[config.mk]
export PLATFORM = sky130hd
export DESIGN_NAME = hack_cpu_mc
export DESIGN_NICKNAME = d
export VERILOG_FILES = /design/src/rtl/hack_cpu_mc.sv
export SDC_FILE = /design/constraint.sdc
export NUM_CORES = 1
export LEC_CHECK = 0
export ABC_AREA = 1
export BUFFER_PORTS_ARGS = -buffer_cell sky130_fd_sc_hd__buf_2
export CAP_MARGIN = 30
export CELL_PAD_IN_SITES_DETAIL_PLACEMENT = 0
export CELL_PAD_IN_SITES_GLOBAL_PLACEMENT = 1
export CORE_MARGIN = 2
export CORE_UTILIZATION = 43
export CTS_CLUSTER_DIAMETER = 200
export CTS_CLUSTER_SIZE = 40
export DETAILED_ROUTE_END_ITERATION = 7
export PLACE_DENSITY = 0.89
export RECOVER_POWER = 50
export SETUP_SLACK_MARGIN = 0.1
export SYNTH_ARGS = -nofsm -noshare
export SYNTH_HDL_FRONTEND = slang
export SYNTH_SLANG_ARGS = --single-unit
[constraint.sdc]
create_clock -name clk -period 6.1 [get_ports clk]
set_input_delay 0.305 -clock clk [delete_from_list [all_inputs] [get_ports clk]]
set_output_delay 0.305 -clock clk [all_outputs]
set_load 0.01 [all_outputs]
[src/rtl/hack_cpu_mc.sv]
// Multi-cycle Hack CPU: combinational instruction ROM port and a req/ready data-memory
// bus that may insert wait states. A self-jump parks the core in a sticky halt.
module hack_cpu_mc #(
    parameter int unsigned WIDTH  = 16,
    parameter int unsigned ADDR_W = 15,
    parameter int unsigned PC_W   = 15
) (
    input  logic              clk,
    input  logic              reset,
    input  logic [WIDTH-1:0]  instr,
    input  logic [WIDTH-1:0]  mem_rdata,
    input  logic              mem_ready,
    output logic              mem_req,
    output logic              mem_we,
    output logic [ADDR_W-1:0] mem_addr,
    output logic [WIDTH-1:0]  mem_wdata,
    output logic [PC_W-1:0]   pc,
    output logic [WIDTH-1:0]  a_reg,
    output logic [WIDTH-1:0]  d_reg,
    output logic              halted
);

    typedef enum logic [1:0] {EXEC, RD, WR, HALT} state_t;

    state_t            state_q, state_d;
    logic [PC_W-1:0]   pc_q;
    logic [WIDTH-1:0]  a_q, d_q, wdata_q;
    logic              halted_q;

    logic              is_c, a_bit, dest_a, dest_d, dest_m;
    logic [5:0]        comp;
    logic [2:0]        jump;
    logic [WIDTH-1:0]  y_sel, alu_out, res;
    logic              zr, ng, take, halt_hit;
    logic [PC_W-1:0]   pc_next;
    logic              commit, latch_w;

    // Standard Hack ALU: zx,nx,zy,ny,f,no
    function automatic logic [WIDTH-1:0] hack_alu(input logic [WIDTH-1:0] x_in,
                                                  input logic [WIDTH-1:0] y_in,
                                                  input logic [5:0]       c);
        logic [WIDTH-1:0] x, y, o;
        x = c[5] ? '0 : x_in;
        x = c[4] ? ~x : x;
        y = c[3] ? '0 : y_in;
        y = c[2] ? ~y : y;
        o = c[1] ? (x + y) : (x & y);
        return c[0] ? ~o : o;
    endfunction

    assign is_c   = instr[WIDTH-1];
    assign a_bit  = instr[12];
    assign comp   = instr[11:6];
    assign dest_a = instr[5];
    assign dest_d = instr[4];
    assign dest_m = instr[3];
    assign jump   = instr[2:0];

    // In RD the y operand is the word coming back from memory; in WR the result was latched
    assign y_sel   = (state_q == RD) ? mem_rdata : a_q;
    assign alu_out = hack_alu(d_q, y_sel, comp);
    assign res     = (state_q == WR) ? wdata_q : alu_out;

    assign zr       = (res == '0);
    assign ng       = res[WIDTH-1];
    assign take     = is_c & ((jump[2] & ng) | (jump[1] & zr) | (jump[0] & ~ng & ~zr));
    assign pc_next  = take ? a_q[PC_W-1:0] : pc_q + PC_W'(1);
    assign halt_hit = take & (a_q[PC_W-1:0] == pc_q);

    always_ff @(posedge clk) begin
        if (reset) state_q <= EXEC;
        else       state_q <= state_d;
    end

    always_comb begin
        state_d = state_q;
        commit  = 1'b0;
        latch_w = 1'b0;
        case (state_q)
            EXEC: begin
                if (!is_c) begin
                    commit = 1'b1;
                end else if (a_bit) begin
                    state_d = RD;
                end else if (dest_m) begin
                    latch_w = 1'b1;
                    state_d = WR;
                end else begin
                    commit = 1'b1;
                end
            end
            RD: begin
                if (mem_ready) begin
                    if (dest_m) begin
                        latch_w = 1'b1;
                        state_d = WR;
                    end else begin
                        commit = 1'b1;
                    end
                end
            end
            WR: begin
                if (mem_ready) commit = 1'b1;
            end
            HALT: state_d = HALT;
            default: state_d = EXEC;
        endcase
        if (commit) state_d = halt_hit ? HALT : EXEC;
    end

    always_ff @(posedge clk) begin
        if (reset) begin
            pc_q     <= '0;
            a_q      <= '0;
            d_q      <= '0;
            wdata_q  <= '0;
            halted_q <= 1'b0;
        end else begin
            if (latch_w) wdata_q <= alu_out;
            if (commit) begin
                if (!is_c) begin
                    a_q <= instr;
                end else begin
                    if (dest_a) a_q <= res;
                    if (dest_d) d_q <= res;
                end
                pc_q <= pc_next;
                if (halt_hit) halted_q <= 1'b1;
            end
        end
    end

    assign mem_req   = (state_q == RD) || (state_q == WR);
    assign mem_we    = (state_q == WR);
    assign mem_addr  = a_q[ADDR_W-1:0];
    assign mem_wdata = wdata_q;
    assign pc        = pc_q;
    assign a_reg     = a_q;
    assign d_reg     = d_q;
    assign halted    = halted_q;

endmodule

==> impl_metrics.toml <==
[sta]
rsz0062_at_grt = "no"
hold_viol_final = 0
fin_tns_setup_ns = 0
setup_viol = 0
post-route-min-period_ns = 5.04
worst_slack_ns = 1.06
fin_skew_ns = 0.00796
maxSlewHeadroom = 0.430
worstMarginPinSlew_ns = 0.854
timing.fmax_mhz = 199
fin_crit_sh = 0.826
drv_slew = 0

[clock_tree]
cts_resized = 0
cts_made_buffers = 9
cts_max_level = 3
ctsRootBufferMaster = "clkbuf_16"
cts_hold_buffers = 0
postCtsSetupBuffers = 0
cts.sinks = 66
cts_max_path_buffers = 2
clk_pin_slew_ns = 0.05
cts_tree = "yes"
clk-insertion-delay-late_ns = 0.35

[final_layout]
syn2layout_area_growth_pct = 12.3
regArea_um2 = 1320
drive_gt1_frac = 0.158
multi_input_comb_area_um2 = 3920
fillCellCount = 1489
design_area_um2 = 6850
fin_util = 0.494
final_nets = 1066

[global_route]
grt_use_total = 0.270
grt_pass1_vias = 5589
grt-ovfl-total = 0
grt_pass1_wl_um = 30800
grt_max_degree = 35
antenna_found_initial = 1

[floorplan]
ios = 116
initial_core_util = 0.440
dieArea_um2 = 15200
num_rows = 43
fp.dieH_um = 123
core_um2 = 13900
die_x_um = 123

[yosys]
synth_async_sr_flop_share = 0
netlist_area_um2 = 6110
syn_area_per_cell_um2 = 6.52
synth_flop_cell = "dfxtp_1"
netlist_instances = 936
syn_nets = 993
ys_seq_area_frac = 0.216
synth_edf_count = 0
ys_warn_count = 0
ys_types = 45
synth_seq_cells = 66

[critical_path]
crit_start = "state_q[1]$_SDFFE_PP0P_"
cp_max_fo = 34
cpMostUsedCell = "nand3_1"
timing.rr.start = "state_q[1]$_SDFFE_PP0P_"
critPathKind = "flop to flop"
critPathCaptureType = "flop"
worst_path_max_delay_cell = "inv_1"
critPathMaxStageDelay_ns = 0.63
critPathLaunchType = "flop"
arrival_ns = 5.23
r2r_slack_ns = 1.06
required_ns = 6.29

[placement]
post_dp_cell_area_um2 = 6600
hpwl_um = 15400
dp_slack_ns = 1.20
place_congestion = 0.893
numPortBuffers = 115

[outcome]
status = "finished, final reports clean"

[pwr]
leakage_uw = 0.00338
irDropWorstVdd_uv = 224
powerDensity_nw_per_um2 = 495

[job]
max_cap_violations = 0

[routing]
drc = 0
detail-route-antenna-nets = 0
drt_wl_total_um = 20000
vias = 6270
drt-vias-per-instance = 5.25
drt_iter0_markers = 579
wl_per_cell_um = 16.8
drtPass1Iterations = 5

[hold_path]
hold_class = "input port to flop"
hold_start = "instr[0]"
## worst max-delay path: cells and delay by family, from the launching register on
kind	cells	cell delay [ns]
xor+xnor	1	0.22
flops	1	0.40
compound gates	2	0.35
simple gates	16	2.14
buf+inv	3	0.81
fa+ha+maj	3	0.95
## layer usage
layer / wire, um / vias up / part of all wire / GRT usage
met4: 535 / 0 / 0.027 / 0.0994
met3: 1420 / 34 / 0.071 / 0.0438
met5: 0 / - / 0 / 0
met2: 8420 / 227 / 0.42 / 0.386
met1: 9660 / 2860 / 0.48 / 0.404
li1: - / 3149 / - / -
## through the flow
stage,total power [uW],hold slack (ns),cells
4_1_cts,3400,0.239,1193
6_report,3390,0.247,1195
3_5_place_dp,2800,0.449,1177
5_1_grt,3670,0.268,1195
2_1_floorplan,2280,0.467,936
3_3_place_gp,2790,0.454,1176
## area by class of cell
cell class              instances  area share
clock buffers                  12      0.0374
well taps                     180      0.0329
clock inverters                 4      0.0108
repair buffers                118      0.0769
multi-input cells             674       0.572
diodes                          1    0.000365
flip-flops and latches         66       0.193
inverters                     140      0.0767
## synthesized netlist by cell type (2+ instances only)
| master | count | share of area |
|---|---|---|
| o211ai_1 | 23 | 0.028 |
| dfxtp_1 | 66 | 0.22 |
| clkinv_1 | 2 | 0.0012 |
| nand2_2 | 17 | 0.017 |
| nand3_1 | 94 | 0.077 |
| a21oi_1 | 51 | 0.042 |
| o21bai_1 | 3 | 0.0037 |
| and2_1 | 3 | 0.0031 |
| xnor2_1 | 6 | 0.0086 |
| a221oi_1 | 7 | 0.010 |
| nand4_1 | 3 | 0.0031 |
| a21oi_2 | 11 | 0.016 |
| nor2_2 | 3 | 0.0031 |
| nand3b_1 | 2 | 0.0025 |
| or2_2 | 10 | 0.010 |
| nand2_1 | 229 | 0.14 |
| clkbuf_1 | 21 | 0.013 |
| o21ai_2 | 2 | 0.0029 |
| o21ai_0 | 50 | 0.041 |
| nor2_4 | 2 | 0.0037 |
| nor3_1 | 3 | 0.0025 |
| buf_4 | 20 | 0.025 |
| xor2_1 | 55 | 0.079 |
| nor2_1 | 26 | 0.016 |
| buf_6 | 2 | 0.0037 |
| nand2_4 | 13 | 0.024 |
| inv_2 | 12 | 0.0074 |
| nor4_1 | 3 | 0.0031 |
| o21a_1 | 2 | 0.0025 |
| inv_1 | 126 | 0.077 |
| nand3_2 | 25 | 0.041 |
| ha_1 | 21 | 0.043 |
| nand3_4 | 2 | 0.0057 |
| buf_2 | 10 | 0.0082 |
## cell families after synthesis
group	count (synthesis)	share of synthesized area
simple gates	439	0.359
buf+inv	196	0.142
compound gates	152	0.149
flops	66	0.216
xor+xnor	61	0.0875
fa+ha+maj	22	0.0463
## path summary, 6_finish.rpt
kind,cells after the start,endpoint
worst max-delay path,25,halted$_SDFFE_PP0P_
worst min-delay path,3,a_reg[0]$_SDFFE_PP0P_
worst max register to register,25,halted$_SDFFE_PP0P_
worst min register to register,2,halted$_SDFFE_PP0P_
## cell usage in the layout (no fill, tap or decap), types with 4 or more instances in the layout
| master | synthesis | layout |
|---|---|---|
| inv_2 | 12 | 12 |
| clkbuf_1 | 21 | 74 |
| ha_1 | 21 | 21 |
| or2_2 | 10 | 10 |
| dfxtp_1 | 66 | 66 |
| buf_2 | 10 | 42 |
| xnor2_1 | 6 | 6 |
| o21ai_0 | 50 | 50 |
| nor2_2 | 3 | 4 |
| nand2_1 | 229 | 229 |
| nand3_1 | 94 | 94 |
| nand2_2 | 17 | 17 |
| a21oi_2 | 11 | 11 |
| clkbuf_16 | 0 | 9 |
| nor2_1 | 26 | 25 |
| inv_1 | 126 | 126 |
| nand2_4 | 13 | 13 |
| a21oi_1 | 51 | 51 |
| nand3_2 | 25 | 25 |
| o211ai_1 | 23 | 23 |
| xor2_1 | 55 | 55 |
| a221oi_1 | 7 | 7 |
## where the power goes
| group | leakage [uW] | switching, uW | internal [uW] |
|---|---|---|---|
| clock | 0.000163 | 210 | 381 |
| sequential | 0.000541 | 181 | 563 |
| combinational | 0.00268 | 1370 | 686 |
| total | 0.00338 | 1760 | 1630 |
(Power assumes the default switching activity.)
